File: config.mk
export PLATFORM = sky130hd
export DESIGN_NAME = vga_timing_gen
export DESIGN_NICKNAME = d
export VERILOG_FILES = /design/src/rtl/vga_timing_gen.sv
export SDC_FILE = /design/constraint.sdc
export NUM_CORES = 1
export LEC_CHECK = 0
export CAP_MARGIN = 20
export CELL_PAD_IN_SITES_DETAIL_PLACEMENT = 2
export CELL_PAD_IN_SITES_GLOBAL_PLACEMENT = 2
export CORE_UTILIZATION = 33
export CTS_CLUSTER_DIAMETER = 40
export CTS_CLUSTER_SIZE = 8
export DETAILED_ROUTE_END_ITERATION = 7
export MAX_ROUTING_LAYER = met4
export PLACE_DENSITY_LB_ADDON = 0.1
export SLEW_MARGIN = 20
export SYNTH_ARGS = -nofsm -noshare
export SYNTH_HDL_FRONTEND = slang
export SYNTH_SLANG_ARGS = --single-unit
File: constraint.sdc
create_clock -name clk -period 7.38 [get_ports clk]
set_input_delay 1.107 -clock clk [delete_from_list [all_inputs] [get_ports clk]]
set_output_delay 1.107 -clock clk [all_outputs]
set_load 0.03 [all_outputs]
File: src/rtl/vga_timing_gen.sv
// Parametrised VGA timing generator: pixel/line counters plus registered sync,
// blanking, display-enable and start-of-line/frame strobes, all cycle-aligned.
module vga_timing_gen #(
  parameter int H_ACTIVE  = 800,
  parameter int H_FP      = 40,
  parameter int H_SYNC    = 128,
  parameter int H_BP      = 88,
  parameter int V_ACTIVE  = 600,
  parameter int V_FP      = 1,
  parameter int V_SYNC    = 4,
  parameter int V_BP      = 23,
  parameter bit HSYNC_POL = 1'b1,
  parameter bit VSYNC_POL = 1'b1,
  parameter int CNT_W     = 11
) (
  input  logic             clk,
  input  logic             rst_n,
  input  logic             en,
  output logic [CNT_W-1:0] hcount,
  output logic [CNT_W-1:0] vcount,
  output logic             hsync,
  output logic             vsync,
  output logic             hblnk,
  output logic             vblnk,
  output logic             de,
  output logic             line_start,
  output logic             frame_start
);

  localparam logic [31:0] H_TOTAL = 32'(H_ACTIVE + H_FP + H_SYNC + H_BP);
  localparam logic [31:0] H_ACT   = 32'(H_ACTIVE);
  localparam logic [31:0] H_SS    = 32'(H_ACTIVE + H_FP);
  localparam logic [31:0] H_SE    = 32'(H_ACTIVE + H_FP + H_SYNC);
  localparam logic [31:0] V_TOTAL = 32'(V_ACTIVE + V_FP + V_SYNC + V_BP);
  localparam logic [31:0] V_ACT   = 32'(V_ACTIVE);
  localparam logic [31:0] V_SS    = 32'(V_ACTIVE + V_FP);
  localparam logic [31:0] V_SE    = 32'(V_ACTIVE + V_FP + V_SYNC);

  if (64'(H_TOTAL) > (64'(1) << CNT_W)) begin : g_h_too_big
    $error("vga_timing_gen: H_TOTAL exceeds 2**CNT_W");
  end
  if (64'(V_TOTAL) > (64'(1) << CNT_W)) begin : g_v_too_big
    $error("vga_timing_gen: V_TOTAL exceeds 2**CNT_W");
  end

  logic [CNT_W-1:0] hcount_q, hcount_d, vcount_q, vcount_d;
  logic hsync_q, hsync_d, vsync_q, vsync_d;
  logic hblnk_q, hblnk_d, vblnk_q, vblnk_d, de_q, de_d;
  logic line_start_q, line_start_d, frame_start_q, frame_start_d;

  // Decode is taken from the next-state counts so every level output lines up
  // with the counter value registered on the same edge.
  always_comb begin
    hcount_d      = hcount_q;
    vcount_d      = vcount_q;
    hsync_d       = hsync_q;
    vsync_d       = vsync_q;
    hblnk_d       = hblnk_q;
    vblnk_d       = vblnk_q;
    de_d          = de_q;
    line_start_d  = 1'b0;
    frame_start_d = 1'b0;
    if (en) begin
      if (32'(hcount_q) == H_TOTAL - 32'd1) begin
        hcount_d = '0;
        if (32'(vcount_q) == V_TOTAL - 32'd1) vcount_d = '0;
        else                                  vcount_d = vcount_q + CNT_W'(1);
      end else begin
        hcount_d = hcount_q + CNT_W'(1);
      end
      hblnk_d = 32'(hcount_d) >= H_ACT;
      vblnk_d = 32'(vcount_d) >= V_ACT;
      de_d    = !hblnk_d && !vblnk_d;
      hsync_d = (32'(hcount_d) >= H_SS && 32'(hcount_d) < H_SE) ? HSYNC_POL : !HSYNC_POL;
      vsync_d = (32'(vcount_d) >= V_SS && 32'(vcount_d) < V_SE) ? VSYNC_POL : !VSYNC_POL;
      line_start_d  = (hcount_d == '0);
      frame_start_d = (hcount_d == '0) && (vcount_d == '0);
    end
  end

  always_ff @(posedge clk) begin
    if (!rst_n) begin
      hcount_q      <= '0;
      vcount_q      <= '0;
      hsync_q       <= !HSYNC_POL;
      vsync_q       <= !VSYNC_POL;
      hblnk_q       <= 1'b0;
      vblnk_q       <= 1'b0;
      de_q          <= 1'b1;
      line_start_q  <= 1'b0;
      frame_start_q <= 1'b0;
    end else begin
      hcount_q      <= hcount_d;
      vcount_q      <= vcount_d;
      hsync_q       <= hsync_d;
      vsync_q       <= vsync_d;
      hblnk_q       <= hblnk_d;
      vblnk_q       <= vblnk_d;
      de_q          <= de_d;
      line_start_q  <= line_start_d;
      frame_start_q <= frame_start_d;
    end
  end

  assign hcount      = hcount_q;
  assign vcount      = vcount_q;
  assign hsync       = hsync_q;
  assign vsync       = vsync_q;
  assign hblnk       = hblnk_q;
  assign vblnk       = vblnk_q;
  assign de          = de_q;
  assign line_start  = line_start_q;
  assign frame_start = frame_start_q;

endmodule

==> results.sh, run 1 <==
export IMPL_outcome="finished, final reports clean"
export IMPL_period_needed_ps=2850
export IMPL_cpMaxStageDelayCell="or4_1"
export IMPL_cp_end_kind="register"
export IMPL_slowest_delay_ps=650
export IMPL_initial_core_util=0.352
export IMPL_crit_cells=7
export IMPL_start_kind="register"
export IMPL_internal_power_mw=0.286
export IMPL_ir_worst_vdd_v=0.0000826
export IMPL_die_h_microns=79.8
export IMPL_p_sw_mw=0.0959
export IMPL_crit_path_start="hcount[0]$_SDFFE_PN0P_"
export IMPL_timing_fmax_ghz=0.351
export IMPL_async_flop_share=0
export IMPL_synth_fp_nets=260
export IMPL_die_w_microns=79.8
export IMPL_maxSlewHeadroom=0.471
export IMPL_synth_common_cells="30 x nor2_1, 29 x dfxtp_1, 19 x nand2_1"
export IMPL_avgViaCountPerCell=5.89
export IMPL_dpl_hpwl_microns=4500
export IMPL_synth_most_common_cell="nor2_1"
export IMPL_syn_to_final_growth_pct=19.0
export IMPL_worstMarginPinSlew_ps=792
export IMPL_antenna_found_initial=0
export IMPL_netlist_area_sq_mm=0.00200
export IMPL_yosys_area_top_type="dfxtp_1"
export IMPL_synth_seq_cells=29
export IMPL_finClkSkew_ps=3.43
export IMPL_rsz0062_at_grt="false"
export IMPL_hold_path_class="register to register"
export IMPL_whs_ps=499
export IMPL_period_share=0.386
export IMPL_num_rows=27
export IMPL_path_class="register to register"
export IMPL_synth_edf_count=0
export IMPL_path_max_fanout=7
export IMPL_grtUsageTotal=0.228
export IMPL_r2r_cells=7
export IMPL_clk_pin_slew_ps=60
export IMPL_setup_ws_ps=4530
export IMPL_synth_avg_cell_area_sq_um=7.84
export IMPL_setup_viol=0
export IMPL_routed_wirelength_microns=6480
export IMPL_grt_pass1_wl_microns=10800
export IMPL_syn_inst=255
export IMPL_clkPwrFrac=0.455
export IMPL_reg2reg_to="vsync$_SDFFE_PN0P_"
export IMPL_regToRegSetupSlack_ps=4530
export IMPL_num_io_pins=32
export IMPL_dr_total_vias=2027
export IMPL_die_area_sq_mm=0.00637
export IMPL_fill_cells=681
export IMPL_cts_tree="built"
export IMPL_cts_htree_levels=2
export IMPL_ctsHoldBuffers=0
export IMPL_power_density_mw_per_mm2=161
export IMPL_multi_input_area_sq_mm=0.00125
export IMPL_gp_congestion=0.786
export IMPL_antenna_left=0
export IMPL_io_buffers=31
export IMPL_core_sq_mm=0.00568
export IMPL_timing_setup_tns_ps=0
export IMPL_ff_latch_area_sq_um=581
export IMPL_pwr_share_comb=0.107
export IMPL_timing_rr_start="hcount[0]$_SDFFE_PN0P_"
export IMPL_cts_sinks=29
export IMPL_dpl_worst_slack_ps=4550
export IMPL_yosysSeqAreaShare=0.291
export IMPL_finalHoldViolations=0
export IMPL_cts_buffers=5
export IMPL_cts_root_buffer="clkbuf_8"
export IMPL_ys_top_cells_by_area="dfxtp_1 29%, nor2_1 5.6%, o21ai_0 4.0%"
export IMPL_leakagePower_nw=0.768
export IMPL_dp_cells=336
export IMPL_first_pass_iters=4
export IMPL_ys_warn_count=0
export IMPL_insertion_delay_ps=280
export IMPL_cp_cell_sequence="ha_1 -> nand4_1 -> or4_1 -> o21a_1 -> nor3b_1 -> nand2_1 -> o31ai_2"
export IMPL_cts_resized_gates=0
export IMPL_layout_drive_gt1_share=0.0772
export IMPL_n_antenna_cell=0
export IMPL_wl_per_cell_microns=18.8
export IMPL_critPathTopFamily="simple AND/OR/NAND/NOR gates"
export IMPL_cp_required_ps=7570
export IMPL_slew_violations=0
export IMPL_seqPwrFrac=0.438
export IMPL_clk_path_buf_depth=2
export IMPL_synth_main_ff_cell="dfxtp_1"
export IMPL_drt_initial_drc_count=59
export IMPL_instances_no_fill=344
export IMPL_endpoint="vsync$_SDFFE_PN0P_"
export IMPL_grt_pass1_vias=2066
export IMPL_synth_top_area_frac=0.291
export IMPL_cts_setup_buffers=0
export IMPL_nNetsFinal=276
export IMPL_crit_buf_inv=0
export IMPL_grt_max_degree=37
export IMPL_cp_data_arrival_time_ps=3040
export IMPL_yosys_cell_types_count=58
export IMPL_swShare=0.251
export IMPL_drv_cap=0
export IMPL_grt_ovfl_total=0
export IMPL_drc_errors=0
kinds of logic after synthesis:
| group | after synthesis | share of synthesized area |
|---|---|---|
| buffers and inverters | 28 | 0.0839 |
| multiplexers | 3 | 0.0150 |
| XOR/XNOR | 14 | 0.0614 |
| adder cells (fa/ha/maj) | 2 | 0.0125 |
| AND/OR/NAND/NOR | 115 | 0.323 |
| AO/OA/AOI/OAI | 64 | 0.214 |
| flip-flops | 29 | 0.291 |
state kept, by name, summed over array words and instances, names as in the netlist:
| name | count |
|---|---|
| vblnk | 1 |
| line_start | 1 |
| frame_start | 1 |
| hcount | 11 |
| vsync | 1 |
| vcount | 11 |
| de | 1 |
| hblnk | 1 |
| hsync | 1 |
area by class of cell:
class / count / share of cell area
Timing Repair Buffer: 33 / 0.137
Inverter: 4 / 0.00632
Sequential cell: 29 / 0.244
Tap cell: 72 / 0.0379
Clock buffer: 7 / 0.0363
Multi-Input combinational cell: 198 / 0.526
Clock inverter: 1 / 0.0126
layout by cell type, fill, tap and decap left out, drive strengths merged, types with 3 or more instances in the layout:
cell type / count
a211oi: 9
mux2i: 3
nand3: 13
xor2: 7
nand2: 19
nor4: 5
nand4: 8
o21ai: 16
nand3b: 3
nor2: 30
inv: 4
clkbuf: 7
a31oi: 6
clkdlybuf4s50: 31
nor4b: 3
and2: 4
a21oi: 12
dfxtp: 29
and3: 4
o21a: 3
xnor2: 7
nor3: 7
how the worst min path moves through the flow:
stage	startpoint	endpoint	depth (start not counted)
after floorplan	hsync$_SDFFE_PN0P_	hsync$_SDFFE_PN0P_	2
after global placement	hsync$_SDFFE_PN0P_	hsync$_SDFFE_PN0P_	2
after detailed placement	hsync$_SDFFE_PN0P_	hsync$_SDFFE_PN0P_	2
after CTS	hsync$_SDFFE_PN0P_	hsync$_SDFFE_PN0P_	2
after global routing	hsync$_SDFFE_PN0P_	hsync$_SDFFE_PN0P_	2
final	hsync$_SDFFE_PN0P_	hsync$_SDFFE_PN0P_	2
power by group through the flow:
| stage | registers, mW | clock network [mW] | logic, mW |
|---|---|---|---|
| detailed placement | 0.171 | 0 | 0.0412 |
| floorplan | 0.176 | 0 | 0.0220 |
| finish | 0.167 | 0.174 | 0.0408 |
| global placement | 0.171 | 0 | 0.0403 |
| global route | 0.168 | 0.188 | 0.0442 |
| CTS | 0.167 | 0.180 | 0.0412 |
through the flow:
step	power [mW]	utilization	area, sq um
after detailed placement	0.212	0.398	2260
final	0.382	0.419	2380
after CTS	0.388	0.419	2380
after global placement	0.211	0.398	2260
after floorplan	0.198	-	2000
after global routing	0.400	0.419	2380
tightest hold or removal path, delay by kind of cell, from the launching register on:
| family | cells | cell delay (ps) |
|---|---|---|
| flip-flops | 1 | 320 |
| AO/OA/AOI/OAI | 1 | 60 |
| AND/OR/NAND/NOR | 1 | 80 |
per-layer routing:
layer	track usage	wire length, microns	vias to the layer above
met1	0.313	3350	1003
met4	0.0679	89	0
met2	0.336	2830	36
met3	0.0434	209	15
met5	-	0	-
li1	-	-	973
Note: power is estimated with default switching activity, not from simulation.
==> run 2, diff against run 1 <==
CORE_UTILIZATION = 28   (was 33)
clock period = 2.4 ns   (was 7.38 ns; I/O delays follow)
==> run 2 against run 1 <==
Net effect:
- critical path depth down 1
- power rose to 2.9 times the previous value
- fmax up 20%
- utilization down 0.51 points
- worst hold slack better by 15 ps
- critical endpoint is now frame_start$_SDFF_PN0_
- largest power group is now sequential cells
- highest routed layer unchanged
==> results.sh, run 2 (synthesis results as in run 1) <==
export IMPL_outcome="finished, final reports clean"
export IMPL_cp_cell_sequence="or4b_4 -> or4_4 -> o21a_4 -> a211oi_4 -> nand2_1 -> nor4_2"
export IMPL_grt_max_degree=21
export IMPL_reg2reg_to="frame_start$_SDFF_PN0_"
export IMPL_cts_htree_levels=2
export IMPL_leakagePower_nw=1.01
export IMPL_drt_initial_drc_count=105
export IMPL_clk_pin_slew_ps=70
export IMPL_hold_depth=2
export IMPL_seqPwrFrac=0.461
export IMPL_power_density_mw_per_mm2=386
export IMPL_slowest_delay_ps=570
export IMPL_core_sq_mm=0.00683
export IMPL_routed_wirelength_microns=7670
export IMPL_finalHoldViolations=0
export IMPL_initial_core_util=0.292
export IMPL_hp_start="hsync$_SDFFE_PN0P_"
export IMPL_num_rows=30
export IMPL_min_to="hsync$_SDFFE_PN0P_"
export IMPL_instances_no_fill=413
export IMPL_start_kind="register"
export IMPL_path_max_fanout=4
export IMPL_cts_sinks=29
export IMPL_num_io_pins=32
export IMPL_drc_errors=0
export IMPL_hold_path_class="register to register"
export IMPL_clk_path_buf_depth=2
export IMPL_regToRegSetupSlack_ps=30
export IMPL_ir_worst_vdd_v=0.000231
export IMPL_met3_usage=0.0419
export IMPL_n_antenna_cell=0
export IMPL_final_common_cell="buf_4"
export IMPL_antenna_left=0
export IMPL_internal_power_mw=0.770
export IMPL_grtUsageTotal=0.222
export IMPL_dp_cells=405
export IMPL_nNetsFinal=321
export IMPL_dr_total_vias=2222
export IMPL_io_buffers=31
export IMPL_worstMarginPinSlew_ps=461
export IMPL_cp_data_arrival_time_ps=2570
export IMPL_layout_common_cells="46 x buf_4, 31 x clkdlybuf4s50_1, 30 x nor2_1, 22 x dfxtp_1, 19 x nand2_1"
export IMPL_critPathTopFamily="simple AND/OR/NAND/NOR gates"
export IMPL_grt_ovfl_total=0
export IMPL_r2r_cells=6
export IMPL_first_pass_iters=4
export IMPL_die_h_microns=86.5
export IMPL_die_w_microns=86.5
export IMPL_maxSlewHeadroom=0.684
export IMPL_setup_viol=0
export IMPL_wl_per_cell_microns=18.6
export IMPL_finClkSkew_ps=5.22
export IMPL_cp_required_ps=2600
export IMPL_path_class="register to register"
export IMPL_grt_pass1_vias=2253
export IMPL_avgViaCountPerCell=5.38
export IMPL_period_needed_ps=2370
export IMPL_cts_root_buffer="clkbuf_8"
export IMPL_grt_use_met2=0.337
export IMPL_timing_rr_start="hcount[9]$_SDFFE_PN0P_"
export IMPL_dpl_hpwl_microns=5640
export IMPL_swShare=0.295
export IMPL_p_sw_mw=0.322
export IMPL_grt_met1_usage=0.302
export IMPL_rsz0062_at_grt="true"
export IMPL_setup_ws_ps=29.8
export IMPL_fill_cells=800
export IMPL_timing_fmax_ghz=0.422
export IMPL_cts_buffers=5
export IMPL_cpMaxStageDelayCell="or4b_4"
export IMPL_insertion_delay_ps=290
export IMPL_gp_congestion=0.811
export IMPL_die_area_sq_mm=0.00748
export IMPL_layout_drive_gt1_share=0.268
export IMPL_cts_tree="built"
export IMPL_syn_to_final_growth_pct=41.5
export IMPL_pwr_share_comb=0.163
export IMPL_slew_violations=0
export IMPL_grt_pass1_wl_microns=12100
export IMPL_period_share=0.988
export IMPL_drv_cap=0
export IMPL_antenna_found_initial=0
export IMPL_dpl_worst_slack_ps=-122
export IMPL_whs_ps=514
export IMPL_grt_busiest_layer="met2"
export IMPL_clkPwrFrac=0.376
export IMPL_crit_buf_inv=0
export IMPL_cp_end_kind="register"
==> run 2: changes by cell type in the layout (fill, tap and decap cells not counted), moves of 2 or more <==
cell	delta
dfxtp_2	+4
nor3_1	-3
buf_4	+44
nor3_2	+3
dfxtp_4	+3
dfxtp_1	-7
clkinv_2	+2
==> run 2: worst register-to-register path, stage by stage (launching register included) <==
cell      delay, ps
dfxtp_4         340
or4b_4          570
or4_4           510
o21a_4          250
a211oi_4        220
nand2_1         110
nor4_2          280
==> run 2: what timing repair did <==
item	4_1_cts	5_1_grt
pin swaps	8	2
gates resized for setup	8	6
setup endpoints to repair	4	5
cloned	0	0
buffers inserted	1	0
hold buffers	0	0
==> run 2: area by class of cell <==
type                    count  area, sq um  share of cell area
clock buffers               6         72.6              0.0257
clock inverters             2         10.0             0.00354
inverters                   4         15.0             0.00531
multi-input cells         198         1340               0.473
flip-flops and latches     29          597               0.211
well taps                  96          120              0.0425
repair buffers             78          676               0.239
==> run 2: power by group through the flow <==
| stage | Combinational, mW | Sequential (mW) | Clock (mW) |
|---|---|---|---|
| 2_1_floorplan | 0.0688 | 0.538 | 0 |
| 3_3_place_gp | 0.173 | 0.511 | 0 |
| 3_5_place_dp | 0.176 | 0.512 | 0 |
| 4_1_cts | 0.180 | 0.501 | 0.429 |
| 5_1_grt | 0.191 | 0.504 | 0.451 |
| 6_report | 0.178 | 0.503 | 0.411 |
==> run 2: how the worst max path moves through the flow <==
stage,startpoint,cells after the start,end
2_1_floorplan,hcount[9]$_SDFFE_PN0P_,8,de$_SDFFE_PN1P_
3_3_place_gp,hcount[5]$_SDFFE_PN0P_,7,de$_SDFFE_PN1P_
3_5_place_dp,hcount[5]$_SDFFE_PN0P_,7,de$_SDFFE_PN1P_
4_1_cts,hcount[1]$_SDFFE_PN0P_,8,de$_SDFFE_PN1P_
5_1_grt,hcount[9]$_SDFFE_PN0P_,6,frame_start$_SDFF_PN0_
6_report,hcount[9]$_SDFFE_PN0P_,6,frame_start$_SDFF_PN0_
==> run 2: metrics by stage <==
stage	util	power [mW]	setup TNS [ps]	instance area (sq um)
final	0.414	1.09	0	2830
after global routing	0.414	1.15	-207	2830
after CTS	0.410	1.11	0	2800
after detailed placement	0.391	0.688	-373	2670
after global placement	0.391	0.684	0	2670
after floorplan	-	0.606	-218	2030
==> run 2: per-layer routing <==
metal / wire length (microns) / vias to the layer above
li1: - / 1056
met1: 3860 / 1112
met2: 3490 / 43
met3: 233 / 11
met4: 85 / 0
met5: 0 / -
==> run 3, diff against run 2 <==
SLEW_MARGIN = 10   (was 20)
==> results of run 3 <==
No change in the layout: final DEF, timing and power equal those of run 2.
